File: config.mk
export PLATFORM = sky130hd
export DESIGN_NAME = sg_list_writer_128
export DESIGN_NICKNAME = d
export VERILOG_FILES = /design/src/rtl/riffa_sg_pkg.sv /design/src/rtl/sg_list_writer_128.sv
export SDC_FILE = /design/constraint.sdc
export NUM_CORES = 1
export LEC_CHECK = 0
export BUFFER_PORTS_ARGS = -buffer_cell sky130_fd_sc_hd__buf_4
export CAP_MARGIN = 20
export CORE_MARGIN = 2
export CORE_UTILIZATION = 55
export DETAILED_ROUTE_END_ITERATION = 8
export PLACE_DENSITY = 0.81
export SLEW_MARGIN = 20
export SYNTH_ARGS = -nofsm -noshare
export SYNTH_HDL_FRONTEND = slang
export SYNTH_SLANG_ARGS = --single-unit
export TNS_END_PERCENT = 5
File: constraint.sdc
create_clock -name CLK -period 18.6 [get_ports CLK]
set_clock_uncertainty 0.1 [all_clocks]
set_input_delay 0.93 -clock CLK [delete_from_list [all_inputs] [get_ports CLK]]
set_output_delay 0.93 -clock CLK [all_outputs]
set_load 0.005 [all_outputs]
File: src/rtl/riffa_sg_pkg.sv
// riffa_sg_pkg: scatter-gather record geometry and list-writer state encoding.
package riffa_sg_pkg;
    localparam int SG_ELEM_WORDS = 3;
    localparam int SG_BEAT_WORDS = 4;
    typedef enum logic [1:0] {IDLE, RUN, FLUSH} sg_state_t;
endpackage

File: src/rtl/sg_list_writer_128.sv
// sg_list_writer_128: packs 3-word SG elements densely into 128-bit engine beats.
// Optional SG_LIST_WRITER_WORD_COUNT_EN adds a per-list emitted word counter output.
module sg_list_writer_128
    import riffa_sg_pkg::*;
#(
    parameter int C_DATA_WIDTH = 128,
    parameter int C_DATA_WORD_WIDTH = 3
) (
    input  logic                         CLK,
    input  logic                         RST,
    input  logic                         ELEM_VALID,
    input  logic [63:0]                  ELEM_ADDR,
    input  logic [31:0]                  ELEM_LEN,
    input  logic                         ELEM_LAST,
    output logic                         ELEM_RDY,
    input  logic                         ABORT,
`ifdef SG_LIST_WRITER_WORD_COUNT_EN
    output logic [31:0]                  WORD_COUNT,
`endif
    output logic [C_DATA_WIDTH-1:0]      DATA,
    output logic [C_DATA_WORD_WIDTH-1:0] DATA_EN,
    output logic                         DONE,
    output logic                         ERR
);
    sg_state_t rState, n_state;
    logic [1:0] rCnt, n_cnt;
    logic [95:0] rBuf, n_buf;
    logic [191:0] merged;
    logic [2:0] total;
    logic accept, full;
    logic [C_DATA_WIDTH-1:0] n_data;
    logic [C_DATA_WORD_WIDTH-1:0] n_en;
    logic n_done, n_err;

    // New record lands right after the leftover words; unused lanes stay zero.
    always_comb begin
        accept = ELEM_VALID && ELEM_RDY;
        merged = {96'd0, rBuf} | ({96'd0, ELEM_LEN, ELEM_ADDR} << {rCnt, 5'd0});
        total = {1'b0, rCnt} + 3'(SG_ELEM_WORDS);
        full = total >= 3'(SG_BEAT_WORDS);
        n_state = rState;
        n_cnt = rCnt;
        n_buf = rBuf;
        n_data = '0;
        n_en = '0;
        n_done = 1'b0;
        n_err = 1'b0;
        if (ABORT && (rState != IDLE || accept)) begin
            n_state = IDLE;
            n_cnt = '0;
            n_buf = '0;
            n_done = 1'b1;
            n_err = 1'b1;
        end else if (rState == FLUSH) begin
            n_state = IDLE;
            n_cnt = '0;
            n_buf = '0;
            n_data = {32'd0, rBuf};
            n_en = {1'b0, rCnt};
            n_done = 1'b1;
        end else if (accept) begin
            n_data = (full || ELEM_LAST) ? merged[127:0] : '0;
            n_en = full ? 3'(SG_BEAT_WORDS) : (ELEM_LAST ? total : 3'd0);
            n_cnt = full ? 2'(total - 3'(SG_BEAT_WORDS)) : (ELEM_LAST ? 2'd0 : total[1:0]);
            n_buf = full ? {32'd0, merged[191:128]} : (ELEM_LAST ? 96'd0 : merged[95:0]);
            n_done = ELEM_LAST && (total <= 3'(SG_BEAT_WORDS));
            n_state = !ELEM_LAST ? RUN : (total > 3'(SG_BEAT_WORDS) ? FLUSH : IDLE);
        end
    end

    always_ff @(posedge CLK or posedge RST) begin
        if (RST) begin
            rState <= IDLE;
            rCnt <= '0;
            rBuf <= '0;
            DATA <= '0;
            DATA_EN <= '0;
            DONE <= 1'b0;
            ERR <= 1'b0;
            ELEM_RDY <= 1'b0;
        end else begin
            rState <= n_state;
            rCnt <= n_cnt;
            rBuf <= n_buf;
            DATA <= n_data;
            DATA_EN <= n_en;
            DONE <= n_done;
            ERR <= n_err;
            ELEM_RDY <= n_state != FLUSH;
        end
    end

`ifdef SG_LIST_WRITER_WORD_COUNT_EN
    always_ff @(posedge CLK or posedge RST) begin
        if (RST)
            WORD_COUNT <= '0;
        else
            WORD_COUNT <= ((accept && rState == IDLE) ? 32'd0 : WORD_COUNT) + 32'(n_en);
    end
`endif
endmodule

==> metrics.md, run 1 <==
| Metric | Value |
|---|---|
| Outcome | `completed` |
| Period utilization | `19.5%` |
| Fillers | `1463` |
| Die W | `143 um` |
| Static Leak | `slightly above 0.006 uW` |
| Initial core utilization | `a little under three fifths` |
| CP max FO | `34` |
| Total track usage | `32.3%` |
| Post-CTS Setup Bufs | `0` |
| Register area share after synthesis | `55.4%` |
| Initial DRC Count | `1117` |
| Synth cell types | `37` |
| Layout net count | `between 1k and 1.5k` |
| Pwr/cell area | `122 mW/mm^2` |
| Die area | `between 0.02 and 0.025 mm^2` |
| DIE HEIGHT | `~140 um` |
| Crit path arrival time | `3960 ps` |
| Critical Path Slowest Stage Cell | `nor2_4` |
| Synth-to-Final Area Change | `25.0%` |
| Fmax | `275 MHz` |
| DR vias/cell | `between 6 and 7` |
| Initial antenna violation count | `0` |
| Vias | `9546` |
| Gp weighted congestion | `0.824` |
| Clock Root Buffer | `clkbuf_16` |
| First drt pass iteration count | `6` |
| PortBufs | `between 200 and 250` |
| Delay-heaviest family, CP | `simple AND/OR/NAND/NOR gates` |
| Ports | `235` |
| Reg clk slew, reported paths | `70 ps` |
| Final Slew Violations | `0` |
| Syn Std Cell Area | `0.0106 mm^2` |
| Sw Ratio | `35.7%` |
| Worst hold path type | `reg2reg` |
| Largest net degree at the start of global routing | `110` |
| Clock latency on the worst-skew pair | `510 ps` |
| Number of global-route vias before repair | `9538` |
| DP HPWL | `approximately 19000 um` |
| FF+latch count, synth | `234` |
| M1 GR Usage | `a little under half` |
| Max Cap Viol | `0` |
| DP Area | `0.0124 mm^2` |
| Worst path max stage delay | `roughly 1100 ps` |
| RSZ-0062 raised after global routing | `false` |
| CTS H-tree lvls | `1` |
| Total Neg Setup Slack | `0 ps` |
| Reg power frac | `between 30% and 40%` |
| Post-cts hold buffer count | `0` |
| Int Pwr | `about 1000 uW` |
| Logic pwr share | `32.5%` |
| TritonCTS sink count | `234` |
| # resized after CTS | `0` |
| Syn_area_per_cell | `around 10 um^2` |
| Kind of critical path | `reg2reg` |
| CP Capture Type | `register` |
| Fin Hold WS | `between 400 and 500 ps` |
| Max_slew headroom | `roughly 25%` |
| Clock Power Share | `28.0%` |
| Worst-margin pin slew | `around 1100 ps` |
| Ys Warns | `0` |
| Grt total ovfl | `0` |
| Hold Fails Final Rpt | `0` |
| Syn Nets | `1137` |
| M2 GR Usage | `51.8%` |
| Crit path launch type | `register` |
| Bufs and invs on worst path | `1` |
| TritonCTS clock tree | `built` |
| Met3 usage | `under 10%` |
| Tmin final | `3630 ps` |
| Routed Antenna Nets | `0` |
| VDD IR-drop max | `85.3 uV` |
| WL per Instance | `22.6 um` |
| Diodes inserted | `0` |
| Clock tree buffer depth | `3` |
| Sw power | `574 uW` |
| Final setup vio count | `0` |
| Post-route DRC | `0` |
| Fin area | `0.0132 mm^2` |
| Share of cells above drive strength 1 | `roughly a quarter` |
| GR peak layer | `met2` |
| Core ar. | `approximately 0.019 mm^2` |
| # rows | `50` |
| Clock buffer count from CTS | `24` |
| Worst path cell trace | `inv_1 > ha_1 > nand2b_2 > nor2_4 > a32oi_1 > o21ai_0` |
| Critical Path RT | `~19000 ps` |
| Final wirelength | `33200 um` |
| Cell count after synthesis | `slightly above 1k` |
| First-pass GRT wire length | `approximately 51000 um` |
## cell usage in the layout, fill, tap and decap left out, types with 9 or more instances in the layout
master / count
a22o_1: 41
a21oi_1: 108
mux2i_1: 64
o2bb2ai_1: 31
and2_1: 32
a32o_1: 9
dfrtp_1: 232
nand3_1: 24
o22ai_1: 32
nand2_1: 36
buf_4: 247
nor2_1: 123
clkinv_2: 9
a211oi_1: 24
nor3_1: 34
a32oi_1: 31
o21ai_0: 71
clkbuf_16: 25
o21ai_1: 19
## Yosys cell counts
library cell	count	area share, %
nor2b_2	1	0.083
nand4_1	1	0.059
o21ai_0	71	3.4
a21oi_1	108	5.1
o21ai_1	20	0.95
nand2b_1	2	0.12
o21ai_2	1	0.083
inv_1	3	0.11
inv_2	1	0.036
buf_2	33	1.6
o22ai_1	32	1.9
o2bb2ai_1	31	2.6
dfrtp_1	234	55
nor4_2	1	0.12
and3_1	2	0.12
a211oi_2	1	0.12
clkbuf_1	54	1.9
and2b_1	1	0.071
nor4_4	1	0.20
nand3_1	24	1.1
a32oi_1	31	2.6
nor2_1	126	4.5
ha_1	2	0.24
and2_1	32	1.9
buf_4	2	0.14
a22o_1	41	3.4
a32o_1	9	0.85
nor3_1	34	1.6
a211oi_1	24	1.7
o32ai_1	1	0.083
nand2_1	37	1.3
nor3_2	3	0.28
nor4_1	1	0.059
mux2i_1	64	6.1
buf_1	3	0.11
nor2b_1	1	0.059
a21o_1	1	0.071
## final timing paths
kind | from | endpoint | slack [ps] | cells past startpoint
max | rCnt[0] | rBuf[47] | 14970 | 6
min | rBuf[51] | rBuf[51] | 410 | 2
max reg2reg | rCnt[0] | rBuf[47] | 14970 | 6
min reg2reg | rBuf[51] | rBuf[51] | 410 | 2
max in group asynchronous | RST | rBuf[15] | 16440 | 3
min in group asynchronous | RST | DATA[25] | 450 | 2
## stage by stage
step | total power [uW] | utilization (%) | std cells | setup WS [ps]
CTS | 1600 | 70.0 | 1463 | 15050
global placement | 1130 | 66.2 | 1423 | 14980
floorplan | 941 | - | 1034 | 11150
finish | 1610 | 70.3 | 1465 | 14970
global route | 1680 | 70.3 | 1465 | 14820
detailed placement | 1150 | 66.2 | 1423 | 14890
## registers in the layout (all words and copies together) (netlist names)
signal,cells
DATA,128
rBuf,96
DATA_EN,3
rCnt,2
rState,2
DONE,1
ELEM_RDY,1
ERR,1
## power by group through the flow
stage	Sequential [uW]	Clock (uW)	Combinational, uW
after floorplan	627	0	314
after global placement	639	0	494
after detailed placement	640	0	507
after CTS	632	453	511
after global routing	640	475	566
final	634	451	523
## worst register-to-register path: stages, from the launching register on
cell      delay [ps]
dfrtp_4          710
inv_1            220
ha_1             360
nand2b_2         730
nor2_4          1070
a32oi_1          250
o21ai_0          110
## cells by family after synthesis
logic type                 count (synthesis)  share of synthesized area [%]
adders and majority gates                  2                          0.237
DFF                                      234                           55.4
buffers and inverters                     96                           3.87
AOI/OAI and AO/OA                        371                           22.8
and+or+nand+nor                          267                           11.6
muxes                                     64                           6.06
## cell type report
type                    count  area [um^2]  area share (%)
flip-flops and latches    234         5860            44.4
multi-input cells         704         4400            33.3
repair buffers            249         1910            14.5
clock buffers              30          664            5.03
well taps                 234          293            2.22
clock inverters            10         53.8           0.408
inverters                   4         22.5           0.171
## routing by layer
metal	wire (um)	share of wire, %
met3	3190	9.6
met2	15900	48
met5	0	0
met1	13200	40
met4	825	2.5
No activity file was read; power rests on OpenSTA's default activity.
==> run 2, diff against run 1 <==
CORE_UTILIZATION = 54   (was 55)
PLACE_DENSITY = 0.8   (was 0.81)
clock period = 3.7 ns   (was 18.6 ns; I/O delays follow)
==> run 2 against run 1 <==
Largest power group unchanged. Register-to-register slack got worse by 14000 ps. Worst setup slack worse by 14000 ps. Wire length grew 5.1%. Clock-buffer cell count increased by 7. Via count up 4.8%. Critical path type unchanged. Critical path depth is the same.
==> metrics.md, run 2 (synthesized netlist as in run 1, its figures left out) <==
| Metric | Value |
|---|---|
| Max Cap Viol | `0 (unchanged)` |
| Period utilization | `79.7% (+60 points)` |
| Worst path cell trace | `buf_4 > nor2b_4 > buf_4 > a21oi_1 > o21ai_0 > a32o_1` |
| Critical Path RT | `4010 ps (-14910 ps)` |
| Final setup vio count | `0 (unchanged)` |
| Fin util | `72.6% (+2.3 points)` |
| R2R Path Start | `rCnt[0]` |
| DIE HEIGHT | `144 um (+0.90%)` |
| Vias | `10.0k (+4.8%)` |
| Core ar. | `0.0193 mm^2 (+3.0%)` |
| Die area | `0.0207 mm^2 (+1.8%)` |
| Max_slew headroom | `24.2% (-0.43 points)` |
| Ports | `235 (unchanged)` |
| Die W | `144 um (+0.90%)` |
| Most frequent cells in the layout | `buf_4 (256), dfrtp_1 (232), nor2_1 (123)` |
| Reg clk slew, reported paths | `60 ps (about the same)` |
| CTS H-tree lvls | `1 (unchanged)` |
| DP HPWL | `20700 um (+8.2%)` |
| Grt total ovfl | `0 (unchanged)` |
| Initial DRC Count | `1082 (-3.1%)` |
| FF-to-FF path depth | `6 (unchanged)` |
| Crit path launch type | `register` |
| Tmin final | `2950 ps (-684 ps)` |
| DR vias/cell | `6.35 (-2.5%)` |
| Hold Crit Depth | `4 (+2)` |
| Clock Root Buffer | `clkbuf_16` |
| Gp weighted congestion | `0.811 (-1.5%)` |
| Diodes inserted | `0 (unchanged)` |
| Delay-heaviest family, CP | `buffers and inverters` |
| First drt pass iteration count | `5 (-1)` |
| # rows | `51 (+2.0%)` |
| Initial core utilization | `54.6% (-1.6 points)` |
| Kind of critical path | `reg2reg` |
| Largest net degree at the start of global routing | `74 (-33%)` |
| Total Neg Setup Slack | `0 ps (unchanged)` |
| Clock buffer count from CTS | `24 (unchanged)` |
| Most common cell after layout, fill and taps aside | `buf_4` |
| Outcome | `completed` |
| # resized after CTS | `0 (unchanged)` |
| Initial antenna violation count | `0 (unchanged)` |
| Worst hold path type | `in2reg` |
| Register name with the most flops | `DATA` |
| Pwr/cell area | `594 mW/mm^2 (+390%)` |
| Crit path arrival time | `3260 ps (-700 ps)` |
| Synth-to-Final Area Change | `32.9%` |
| Pwr Total | `8330 uW (+420%)` |
| Post-route DRC | `0 (unchanged)` |
| Static Leak | `0.00650 uW (+5.3%)` |
| Regs by FF count | `DATA: 128 flops, rBuf: 96 flops, DATA_EN: 3 flops` |
| Largest register FFs | `128 (unchanged)` |
| Clock tree buffer depth | `3 (unchanged)` |
| Worst-margin pin slew | `1130 ps (+4.90 ps)` |
| Fin Hold WS | `2.85 ps (-405 ps)` |
| CP max FO | `54 (+59%)` |
| CP Capture Type | `register` |
| WL per Instance | `22.1 um (-2.3%)` |
| Number of global-route vias before repair | `9995 (+4.8%)` |
| TritonCTS sink count | `234 (unchanged)` |
| Total track usage | `33.1% (+0.83 points)` |
| VDD IR-drop max | `404 uV (+370%)` |
| TritonCTS clock tree | `built` |
| Hold path endpoint | `DATA[108]` |
| Final Slew Violations | `0 (unchanged)` |
| PortBufs | `234 (unchanged)` |
| Critical Path Slowest Stage Cell | `buf_4` |
| Clock latency on the worst-skew pair | `510 ps (about the same)` |
| Final wirelength | `34800 um (+5.1%)` |
| Share of cells above drive strength 1 | `23.7% (-1.1 points)` |
| Hold Fails Final Rpt | `0 (unchanged)` |
| Routed Antenna Nets | `0 (unchanged)` |
| Layout net count | `1398 (+5.9%)` |
| R2R Path End | `DATA[65]` |
| Worst path max stage delay | `820 ps (-240 ps)` |
| Most used cell, CP | `buf_4` |
| Flop2flop setup slack | `750 ps (-14220 ps)` |
| First-pass GRT wire length | `53400 um (+3.9%)` |
| RSZ-0062 raised after global routing | `false` |
| Fmax | `339 MHz (+23%)` |
| Bufs and invs on worst path | `2 (+1)` |
| Worst setup path startpoint | `rCnt[0]` |
| Hold Crit Start | `ELEM_ADDR[44]` |
[run 2: cell types whose count changed in the layout (fill, tap and decap cells not counted), sizes merged]
| cell | delta |
|---|---|
| dlygate4sd3 | +69 |
| bufinv | +2 |
| clkbuf | +7 |
| buf | +9 |
| clkinv | -8 |
| inv | -1 |
| clkinvlp | +1 |
[run 2: per-layer routing]
layer  wire length (um)  GRT usage [%]
met1              13500           44.7
met2              16700           53.8
met3               3600           5.30
met4               1130           13.6
met5                  0              0
[run 2: worst reg2reg max path: stages (launching register included)]
cell     delay, ps
dfrtp_4        650
buf_4          830
nor2b_4        340
buf_4          310
a21oi_1        190
o21ai_0        150
a32o_1         280
[run 2: repair_timing]
action,in CTS,in global routing
hold buffers,69,0
endpoints found under the hold margin,177,0
setup buffers,0,0
[run 2: area by class of cell]
type / count / area [um^2]
flip-flops and latches: 234 / 5860
fillers: 1348 / 5300
multi-input cells: 704 / 4390
repair buffers: 327 / 2650
clock buffers: 37 / 711
well taps: 265 / 332
clock inverters: 4 / 70.1
inverters: 4 / 18.8
[run 2: per-stage QoR]
step           setup WS [ps]  cell area, um^2  cells
2_1_floorplan            351            10600   1034
3_3_place_gp             900            12600   1465
3_5_place_dp             804            12600   1465
4_1_cts                  751            14000   1575
5_1_grt                  640            14000   1575
6_report                 750            14000   1575
[run 2: power by group]
group / switching, uW / leakage (uW) / internal (uW)
sequential: 266 / 0.00319 / 2930
combinational: 1650 / 0.00292 / 1050
clock: 986 / 0.000382 / 1450
total: 2900 / 0.00650 / 5430
[run 2: worst max path at each step]
| stage | slack (ps) | endpoint | depth (start not counted) |
|---|---|---|---|
| floorplan | 350 | DATA[0] | 1 |
| global placement | 900 | DATA[25] | 6 |
| detailed placement | 800 | DATA[0] | 6 |
| CTS | 750 | DATA[0] | 6 |
| global route | 640 | DATA[17] | 6 |
| finish | 750 | DATA[65] | 6 |
==> run 3, diff against run 2 <==
CORE_UTILIZATION = 49   (was 54)
PLACE_DENSITY = 0.76   (was 0.8)
clock period = 2.6 ns   (was 3.7 ns; I/O delays follow)
==> run 3 against run 2 <==
Final cell count increased by 3.9%. Design area increased by 4.7%. Wire length increased by 1.5%. Sequential share of layout area decreased by 1.9 points. Die area increased by 9.9%. Largest power group unchanged.
==> metrics.md, run 3 (synthesized netlist as in run 1, its figures left out) <==
| Metric | Value |
|---|---|
| Outcome | `completed` |
| DIE HEIGHT | `151 um (+4.8%)` |
| Regs by FF count | `DATA: 128 flops, rBuf: 96 flops, DATA_EN: 3 flops` |
| Critical Path RT | `2940 ps (-1070 ps)` |
| Post-route setup slack | `136 ps (-614 ps)` |
| Most frequent cells in the layout | `buf_4 (255), dfrtp_1 (232), nor2_1 (123)` |
| Worst slack at placement | `178 ps (-626 ps)` |
| Initial DRC Count | `931 (-14%)` |
| Post-CTS Setup Bufs | `0 (unchanged)` |
| R2R Path Start | `ELEM_RDY` |
| Clock tree buffer depth | `3 (unchanged)` |
| Fin area | `0.0147 mm^2 (+4.7%)` |
| PortBufs | `234 (unchanged)` |
| Hold Fails Final Rpt | `0 (unchanged)` |
| Grt total ovfl | `0 (unchanged)` |
| Layout net count | `1447 (+3.5%)` |
| Core ar. | `0.0211 mm^2 (+9.1%)` |
| Initial core utilization | `50.1% (-4.5 points)` |
| Pwr/cell area | `830 mW/mm^2 (+40%)` |
| # rows | `53 (+3.9%)` |
| Clock Root Buffer | `clkbuf_16` |
| Final setup vio count | `0 (unchanged)` |
| Clock latency on the worst-skew pair | `520 ps (about the same)` |
| Kind of critical path | `reg2reg` |
| Gp weighted congestion | `0.840 (+3.6%)` |
| Initial antenna violation count | `1 (+1)` |
| Final Slew Violations | `0 (unchanged)` |
| WL per Instance | `21.6 um (-2.3%)` |
| CP max FO | `39 (-28%)` |
| Fillers | `1571 (+17%)` |
| VDD IR-drop max | `450 uV (+11%)` |
| DP HPWL | `20400 um (-1.1%)` |
| Routed Antenna Nets | `0 (unchanged)` |
| TritonCTS clock tree | `built` |
| Final wirelength | `35400 um (+1.5%)` |
| Fmax | `406 MHz (+20%)` |
| TritonCTS sink count | `234 (unchanged)` |
| Ports | `235 (unchanged)` |
| CTS H-tree lvls | `1 (unchanged)` |
| DP Area | `0.0127 mm^2 (+1.4%)` |
| R2R Path End | `rBuf[36]` |
| Fin Hold WS | `7.95 ps (+5.10 ps)` |
| Pwr Total | `12200 uW (+46%)` |
| Static Leak | `0.00680 uW (+4.7%)` |
| Total track usage | `30.7% (-2.4 points)` |
| Die W | `151 um (+4.8%)` |
| RSZ-0062 raised after global routing | `false` |
| First drt pass iteration count | `6 (+1)` |
| First-pass GRT wire length | `54000 um (+1.0%)` |
| Register name with the most flops | `DATA` |
| Hold Crit Depth | `4 (unchanged)` |
| Period utilization | `94.8% (+15 points)` |
| Tmin final | `2460 ps (-486 ps)` |
| Crit path arrival time | `2810 ps (-450 ps)` |
| Post-route DRC | `0 (unchanged)` |
| CP Capture Type | `register` |
| Synth-to-Final Area Change | `39.1%` |
| Hold path endpoint | `DATA[108]` |
| Sequential Area | `0.00586 mm^2 (unchanged)` |
| Clock buffer count from CTS | `24 (unchanged)` |
| Most common cell after layout, fill and taps aside | `buf_4` |
| Vias | `10.1k (+0.63%)` |
| Worst hold path type | `in2reg` |
| Max_slew headroom | `28.7% (+4.5 points)` |
| Largest net degree at the start of global routing | `95 (+28%)` |
| Fin util | `69.7% (-2.9 points)` |
| Area of the multi-input gates | `0.00440 mm^2 (+0.17%)` |
| Max Cap Viol | `0 (unchanged)` |
| FF-to-FF path depth | `6 (unchanged)` |
| Share of cells above drive strength 1 | `24.0% (+0.25 points)` |
| Largest register FFs | `128 (unchanged)` |
| Reg clk slew, reported paths | `60 ps (about the same)` |
| Flop2flop setup slack | `140 ps (-610 ps)` |
| Die area | `0.0227 mm^2 (+9.9%)` |
| DR vias/cell | `6.15 (-3.1%)` |
| Number of global-route vias before repair | `9837 (-1.6%)` |
| Hold Crit Start | `ELEM_ADDR[44]` |
| Worst-margin pin slew | `1070 ps (-65.9 ps)` |
| Crit path launch type | `register` |
==> run 3: critical path: stages, from the launching register on <==
cell and delay (ps):
dfrtp_1 420, nand2_1 290, nor3_4 330, buf_6 360
a32oi_1 150, o21ai_0 100, dlygate4sd3_1 600
==> run 3: through the flow <==
step	setup TNS [ps]	instances
after floorplan	-162370	1034
after global placement	0	1485
after detailed placement	0	1485
after CTS	0	1633
after global routing	0	1634
final	0	1636
==> run 3: how the worst max path moves through the flow <==
stage / cells after the start / endpoint / from
final: 6 / rBuf[36] / ELEM_RDY
after global routing: 7 / rBuf[47] / rState[0]
after CTS: 7 / rBuf[35] / rState[0]
after detailed placement: 6 / DATA[7] / rCnt[0]
after global placement: 6 / DATA[17] / rCnt[0]
after floorplan: 1 / DATA[0] / RST
==> run 3: final cells by class <==
cell class	instances	share of cell area, %
inverter	4	0.128
sequential	234	39.9
tap	275	2.34
timing repair buffer	376	22.1
clock buffer	35	4.85
clock inverter	6	0.749
multi-input combinational	704	30.0
antenna	2	0.0341
==> run 3: per-layer routing <==
metal	wire length (um)	vias up	GRT usage, %	part of all wire (%)
met1	14500	4994	43.5	41
li1	-	4403	-	-
met5	0	-	0	0
met4	975	0	10.9	2.8
met2	16800	579	48.6	47
met3	3110	92	4.55	8.8
==> run 3: repair_timing <==
item                                    4_1_cts  5_1_grt
endpoints found under the setup margin        0        9
gates resized for setup                       0        7
hold endpoints to repair                    223        0
hold buffers                                107        0
==> run 3: where the power goes <==
group / leakage (uW) / total [uW] / internal [uW] / switching, uW
clock network: 0.000397 / 3610 / 2190 / 1420
registers: 0.00319 / 4500 / 4170 / 332
logic: 0.00321 / 4090 / 1670 / 2420
